==> src/rtl/reg_scoreboard.sv <==
// Per-register pending-write scoreboard producing the ID-stage RAW/saturation stall.
// Define SCOREBOARD_WB_BYPASS_EN to let a same-cycle writeback release a count-of-one source.
module reg_scoreboard #(
    parameter int unsigned NUM_REGS = 32,
    parameter int unsigned ADDR_W   = 5,
    parameter int unsigned CNT_W    = 2
) (
    input  logic                    clk,
    input  logic                    rst,
    input  logic                    id_valid,
    input  logic [ADDR_W-1:0]       rs1_addr_id,
    input  logic [ADDR_W-1:0]       rs2_addr_id,
    input  logic                    rs1_used,
    input  logic                    rs2_used,
    input  logic [ADDR_W-1:0]       rd_addr_id,
    input  logic                    reg_write_id,
    input  logic                    issue,
    input  logic                    kill_valid,
    input  logic [ADDR_W-1:0]       kill_rd,
    input  logic                    wb_valid,
    input  logic [ADDR_W-1:0]       wb_rd,
    input  logic                    clear_all,
    output logic                    stall_id,
    output logic [NUM_REGS-1:0]     busy_vec,
    output logic [ADDR_W+CNT_W-1:0] pending_total,
    output logic                    err_underflow
);

    localparam int unsigned TotW   = ADDR_W + CNT_W;
    localparam int          CntMax = (1 << CNT_W) - 1;

    logic [CNT_W-1:0] cnt_q [NUM_REGS];
    logic [CNT_W-1:0] cnt_d [NUM_REGS];
    logic [TotW-1:0]  total_q, total_d;
    logic             err_q, err_d;
    logic             underflow;
    logic             rs1_busy, rs2_busy, rd_sat;

    // Net all same-cycle events per register, clamping at both ends of the counter range.
    always_comb begin
        int sum;
        int dec;
        sum       = 0;
        dec       = 0;
        cnt_d     = cnt_q;
        underflow = 1'b0;
        total_d   = '0;
        cnt_d[0]  = '0;
        for (int unsigned r = 1; r < NUM_REGS; r++) begin
            sum = int'(cnt_q[r]);
            if (issue && reg_write_id && rd_addr_id == ADDR_W'(r)) sum = sum + 1;
            dec = 0;
            if (wb_valid && wb_rd == ADDR_W'(r)) dec = dec + 1;
            if (kill_valid && kill_rd == ADDR_W'(r)) dec = dec + 1;
            if (dec > sum) begin
                underflow = 1'b1;
                sum       = 0;
            end else begin
                sum = sum - dec;
            end
            if (sum > CntMax) sum = CntMax;
            cnt_d[r] = clear_all ? '0 : CNT_W'(sum);
            total_d  = total_d + TotW'(cnt_d[r]);
        end
        // A drain discards the same-cycle events, so they cannot underflow either.
        if (clear_all) underflow = 1'b0;
        err_d = err_q | underflow;
    end

    always_ff @(posedge clk) begin
        if (rst) begin
            for (int i = 0; i < int'(NUM_REGS); i++) cnt_q[i] <= '0;
            total_q <= '0;
            err_q   <= 1'b0;
        end else begin
            cnt_q   <= cnt_d;
            total_q <= total_d;
            err_q   <= err_d;
        end
    end

    always_comb begin
        busy_vec = '0;
        for (int unsigned i = 1; i < NUM_REGS; i++) busy_vec[i] = (cnt_q[i] != '0);
    end

    always_comb begin
        rs1_busy = (rs1_addr_id != '0) && (cnt_q[rs1_addr_id] != '0);
        rs2_busy = (rs2_addr_id != '0) && (cnt_q[rs2_addr_id] != '0);
`ifdef SCOREBOARD_WB_BYPASS_EN
        // Register file writes before it reads: the last pending write lands this cycle.
        if (wb_valid && wb_rd == rs1_addr_id && cnt_q[rs1_addr_id] == CNT_W'(1)) rs1_busy = 1'b0;
        if (wb_valid && wb_rd == rs2_addr_id && cnt_q[rs2_addr_id] == CNT_W'(1)) rs2_busy = 1'b0;
`endif
        rd_sat   = (rd_addr_id != '0) && (cnt_q[rd_addr_id] == CNT_W'(CntMax));
        stall_id = id_valid && ((rs1_used && rs1_busy) || (rs2_used && rs2_busy) ||
                                (reg_write_id && rd_sat));
    end

    assign pending_total = total_q;
    assign err_underflow = err_q;

endmodule

==> config.mk <==
export PLATFORM = sky130hd
export DESIGN_NAME = reg_scoreboard
export DESIGN_NICKNAME = d
export VERILOG_FILES = /design/src/rtl/reg_scoreboard.sv
export SDC_FILE = /design/constraint.sdc
export NUM_CORES = 1
export LEC_CHECK = 0
export BUFFER_PORTS_ARGS = -buffer_cell sky130_fd_sc_hd__clkbuf_2
export CELL_PAD_IN_SITES_DETAIL_PLACEMENT = 1
export CELL_PAD_IN_SITES_GLOBAL_PLACEMENT = 1
export CORE_AREA = 2 2 160 162
export CTS_CLUSTER_DIAMETER = 100
export DETAILED_ROUTE_END_ITERATION = 12
export DIE_AREA = 0 0 162 164
export GPL_TIMING_DRIVEN = 1
export PLACE_DENSITY = 0.81
export SYNTH_ARGS = -nofsm -noshare
export SYNTH_HDL_FRONTEND = slang
export SYNTH_SLANG_ARGS = --single-unit
==> constraint.sdc <==
create_clock -name clk -period 11.4 [get_ports clk]
set_input_delay 0.57 -clock clk [delete_from_list [all_inputs] [get_ports clk]]
set_output_delay 0.57 -clock clk [all_outputs]
set_load 0.01 [all_outputs]
**After elaboration in Yosys (flattened, before gate mapping)**

Index checks and enable logic that the tools add are counted.

- Bits in registers: 72
- Logic and storage cells: 686
- Output and inout port bits: 41
- Input bits: 35

- $add $sub $neg: 123
- Order comparisons: 65
- Multiplexer cells: 227
- Eq/ne operators: 94
- Reduce and logical (&&, ||, !) cells: 139
- Bitwise operators: 4

Operators with widths:

| cell | number |
|---|---|
| two-way mux 32 bit | 62 |
| adder 32 x 2 -> 32 bit, second input constant | 31 |
| greater-than comparator 32 x 3 -> 1 bit, second input constant | 31 |
| greater-than comparator 32 bit | 31 |
| subtractor 32 bit | 31 |
| == test 5 bit, second input constant | 48 |
| adder 7 x 2 -> 7 bit | 25 |
| two-way mux 2 bit | 68 |
| == test 5 x 4 -> 1 bit, second input constant | 24 |
| logical AND 1 bit | 101 |
| adder 2 x 1 -> 3 bit, second input constant | 31 |
| two-way mux 3 bit | 31 |
| nonzero test 2 bit | 33 |
| two-way mux 1 bit | 63 |
| == test 5 x 3 -> 1 bit, second input constant | 12 |
| binary-select mux 2 bit (select 5 bit) | 3 |
| == test 5 x 2 -> 1 bit, second input constant | 6 |
| >= comparator 6 bit, second input constant | 3 |
| NOT 5 -> 6 bit | 3 |
| == test 5 x 1 -> 1 bit, second input constant | 3 |
| nonzero test 5 bit | 3 |
| adder 6 x 2 -> 7 bit | 1 |
| adder 5 x 2 -> 6 bit | 1 |
| adder 4 x 2 -> 5 bit | 1 |
| other kinds (5) | 6 |

**Depth between registers and ports, before layout**

- Word-level depth: 40
- Mapped depth: 33
- Gate-level depth less buffers: 32

**Least setup slack after synthesis**

Ideal clock, no wire load.

- Path type: input to register
- Start: input port rd_addr_id[2]
- End: register total_q[5] (netlist: pending_total[5])
- Library setup time: 128 ps
- Buffers on the path: 1
- Required time: 11272 ps
- Arrival time: 7962 ps
- Slack: 3310 ps
- Stages on the path: 30
- Cell sequence: or2_2 buf_2 nor3_1 nand2_1 mux2i_1 inv_1 ha_1 nor2b_1 nor3b_1 ha_1 xnor2_1 a211o_1 fa_1 inv_1 fa_1 inv_1 fa_1 inv_1 fa_1 fa_1 fa_1 inv_1 fa_1 inv_1 ha_1 fa_1 a21o_1 a21oi_1 xor2_1 nor2_1

- Cells in the longest elaborated chain, start to end: 38
- Elaborated cells between the ends (all ways): 309
- Those cells by class: add/sub (61); order compare (62); eq/ne (31); mux (124); reduce/logical (31)

Ends and longest elaborated chain:

| item | line | RTL |
|---|---|---|
| start: declaration | 15 | `input logic [ADDR_W-1:0] rd_addr_id,` |
| == test 5 x 1 -> 1 bit or == test 5 x 2 -> 1 bit (tied branches) | 51 | `if (issue && reg_write_id && rd_addr_id == ADDR_W'(r)) sum = sum + 1;` |
| logical AND 1 bit | 51 |  |
| two-way mux 3 bit | 51 |  |
| subtractor 32 bit or greater-than comparator 32 bit (tied branches) | 59, 55 |  |
| two-way mux 32 bit | 55 | `if (dec > sum) begin` |
| greater-than comparator 32 x 3 -> 1 bit | 61 | `if (sum > CntMax) sum = CntMax;` |
| two-way mux 2 bit | 61 |  |
| two-way mux 2 bit | 62 | `cnt_d[r] = clear_all ? '0 : CNT_W'(sum);` |
| adder 2 x 2 -> 3 bit | 63 | `total_d = total_d + TotW'(cnt_d[r]);` |
| adder 3 x 2 -> 4 bit | 63 |  |
| adder 4 x 2 -> 5 bit | 63 |  |
| adder 5 x 2 -> 6 bit | 63 |  |
| adder 6 x 2 -> 7 bit | 63 |  |
| adder 7 x 2 -> 7 bit (24 in series) | 63 |  |
| adder 7 x 2 -> 7 bit * | 63 |  |
| end signal: assignment | 77 | `total_q <= total_d;` |
| end: declaration | 34 | `logic [TotW-1:0] total_q, total_d;` |

Mark *: on every way between the ends. The rest lies on a longest branch, timed or not.
A chain may end at the register's enable or synchronous reset.

**Worst setup path in the final report**

- Start: input port rd_addr_id[3]
- End: register total_q[5] (netlist: pending_total[5])

Same word-level chain as after synthesis.

==> flow_metrics.env <==
export IMPL_setup_viol=0
export IMPL_drt_iter0_drc=689
export IMPL_hp_class="reg -> reg"
export IMPL_dr_pass1_iters=5
export IMPL_dr_wl_met3_um=3364
export IMPL_nets=1817
export IMPL_mostFrequentLayoutCells="inv_1, ha_1, nor2_1"
export IMPL_area_delta_synth_final_pct=7.721
export IMPL_synth_top_area_share_pct=24.17
export IMPL_synth_edf_count=0
export IMPL_power_uw=934.6
export IMPL_m1WireLength_um=16760
export IMPL_path_clk_slew_ns=0.07
export IMPL_critical_path_class="in -> reg"
export IMPL_num_antenna_cells=0
export IMPL_slew_headroom_pct=22.73
export IMPL_dp_hpwl_um=34690
export IMPL_route_met2_wl_um=19170
export IMPL_drive_above_1_share_pct=10.39
export IMPL_avgSynthCellArea_um2=8.262
export IMPL_slew_viol_final=0
export IMPL_grt_max_degree=71
export IMPL_postSynth_asyncResetShare_pct=0
export IMPL_ios=76
export IMPL_vias_per_cell=5.761
export IMPL_ys_ff_latch=70
export IMPL_cts_sinks=70
export IMPL_coreArea_um2=24820
export IMPL_die_h_um=164
export IMPL_cp_max_fo=29
export IMPL_fin_crit_ns=9.354
export IMPL_cts_setup_buffers=0
export IMPL_layout_commonest_cell="inv_1"
export IMPL_start_util_pct=47.34
export IMPL_rr_worst_depth=29
export IMPL_yosys_area_top_type="ha_1"
export IMPL_finalCritPeriodShare_pct=82.05
export IMPL_place_congestion=0.9737
export IMPL_tritoncts="yes"
export IMPL_register_area_um2=1401
export IMPL_cpMaxStageDelayCell="clkbuf_2"
export IMPL_clock_latency_ns=0.36
export IMPL_nFillCells=3077
export IMPL_p_per_area_nw_per_um2=73.85
export IMPL_crit_path_end_kind="flip-flop"
export IMPL_routed_top_layer="met4"
export IMPL_track_usage_pct=32.47
export IMPL_tightest_slew_ns=1.150
export IMPL_die_w_um=162
export IMPL_synth_cells=1422
export IMPL_drc=0
export IMPL_hold_viol=0
export IMPL_cts_root_buf="clkbuf_16"
export IMPL_post_cts_resized=0
export IMPL_status="finished, final reports clean"
export IMPL_overflow=0
export IMPL_cap_violations=0
export IMPL_antenna_found_initial=0
export IMPL_ys_types=58
export IMPL_grt_pass1_wl_um=64160
export IMPL_crit_required_ns=11.62
export IMPL_multiInputGateArea_um2=9091
export IMPL_worst_clock_skew_ns=0.006678
export IMPL_wl_per_cell_um=23.06
export IMPL_arrival_ns=9.57
export IMPL_cts_htree_levels=3
export IMPL_holdPathStages=3
export IMPL_hold_buffers=0
export IMPL_synth_seq_area_share_pct=11.93
export IMPL_critPathLaunchType="input pin"
export IMPL_synth_ff_type="dfxtp_1"
export IMPL_synth_fp_nets=1772
export IMPL_crit_path_frequent_cell="fa_1"
export IMPL_rsz0062_at_grt="false"
export IMPL_port_buffers=74
export IMPL_ys_warn_count=0
export IMPL_p_leak_uw=0.005849
export IMPL_ant_nets=0
export IMPL_wirelength_um=41560
export IMPL_grt_pass1_vias=11110
export IMPL_clk_path_buf_depth=2
export IMPL_fmax_mhz=106.9
export IMPL_ys_top_cells_by_area="ha_1, fa_1, dfxtp_1"
export IMPL_max_stage_delay_ns=0.61
export IMPL_ir_drop_mv=0.07930
export IMPL_syn_area_um2=11750
export IMPL_tns_ns=0
export IMPL_rows=58
export IMPL_cts_inserted_buffers=9
export IMPL_dieArea_um2=26570
export IMPL_num_vias=10382
registers in the layout, summed over array words and instances, names as in the netlist:
signal and count:
pending_total 7, cnt_q 62, err_underflow 1
stage by stage:
stage	worst slack, ns	area [µm²]	hold WS (ns)	utilization [%]	std cells
2_1_floorplan	3.310	11750	0.5734	-	1422
3_3_place_gp	1.857	12350	0.5705	49.76	1786
3_5_place_dp	1.729	12350	0.5760	49.76	1786
4_1_cts	2.113	12660	0.5869	50.99	1802
5_1_grt	1.595	12660	0.6356	50.99	1802
6_report	2.046	12660	0.5828	50.99	1802
routing by layer:
metal	track usage, %	vias up
met5	0	-
met4	15.12	0
met3	8.939	104
met2	53.44	385
met1	39.59	5157
li1	-	4736
synth_stat cells (7+ instances only):
| library cell | count |
|---|---|
| inv_1 | 276 |
| ha_1 | 227 |
| nor2_1 | 189 |
| fa_1 | 88 |
| nand2_1 | 76 |
| dfxtp_1 | 70 |
| o21ai_0 | 68 |
| xnor2_1 | 65 |
| nor2b_1 | 41 |
| mux2i_1 | 33 |
| nand3_1 | 31 |
| nor3_1 | 30 |
| clkbuf_1 | 27 |
| a21oi_1 | 17 |
| nand4_1 | 14 |
| a211oi_1 | 13 |
| mux4_2 | 13 |
| a221oi_2 | 11 |
| and2_1 | 11 |
| nor3_2 | 10 |
| buf_2 | 8 |
| nor4_1 | 8 |
| o31ai_1 | 8 |
| buf_4 | 7 |
final timing paths:
kind | end | slack, ns | startpoint
max | pending_total[5] | 2.05 | rd_addr_id[3]
min | err_underflow | 0.58 | err_underflow
max reg2reg | pending_total[5] | 3.10 | cnt_q[54]
min reg2reg | err_underflow | 0.58 | err_underflow
cell type report:
class                   count  area share, %
clock buffers              10          1.888
clock inverters             6         0.5339
inverters                 276          8.186
multi-input cells        1031          71.83
flip-flops and latches     70          11.07
well taps                 330          3.262
repair buffers             79          3.223
where the power goes:
group | total, µW | switching, µW | internal, µW
registers | 264 | 9.53 | 255
logic | 355 | 221 | 134
clock network | 315 | 138 | 177
cells by family (layout without fill, tap and decap cells):
group,count (synthesis),after routing,synth area share [%]
AND/OR/NAND/NOR,443,443,18.06
other,1,1,0.03192
XOR/XNOR,66,66,4.920
flip-flops,70,70,11.93
AO/OA/AOI/OAI,158,158,9.702
adder cells (fa/ha/maj),315,315,39.17
multiplexers,48,48,5.495
buffers and inverters,321,371,10.69
critical path, delay by kind of cell:
kind / cells / cell delay (ns)
AOI/OAI and AO/OA: 3 / 0.72
xor gates and xnor gates: 2 / 0.45
adders and majority gates: 11 / 4.84
buffers and inverters: 7 / 0.97
muxes: 1 / 0.35
and+or+nand+nor: 7 / 1.65
Power figures use the tool's default switching activity.
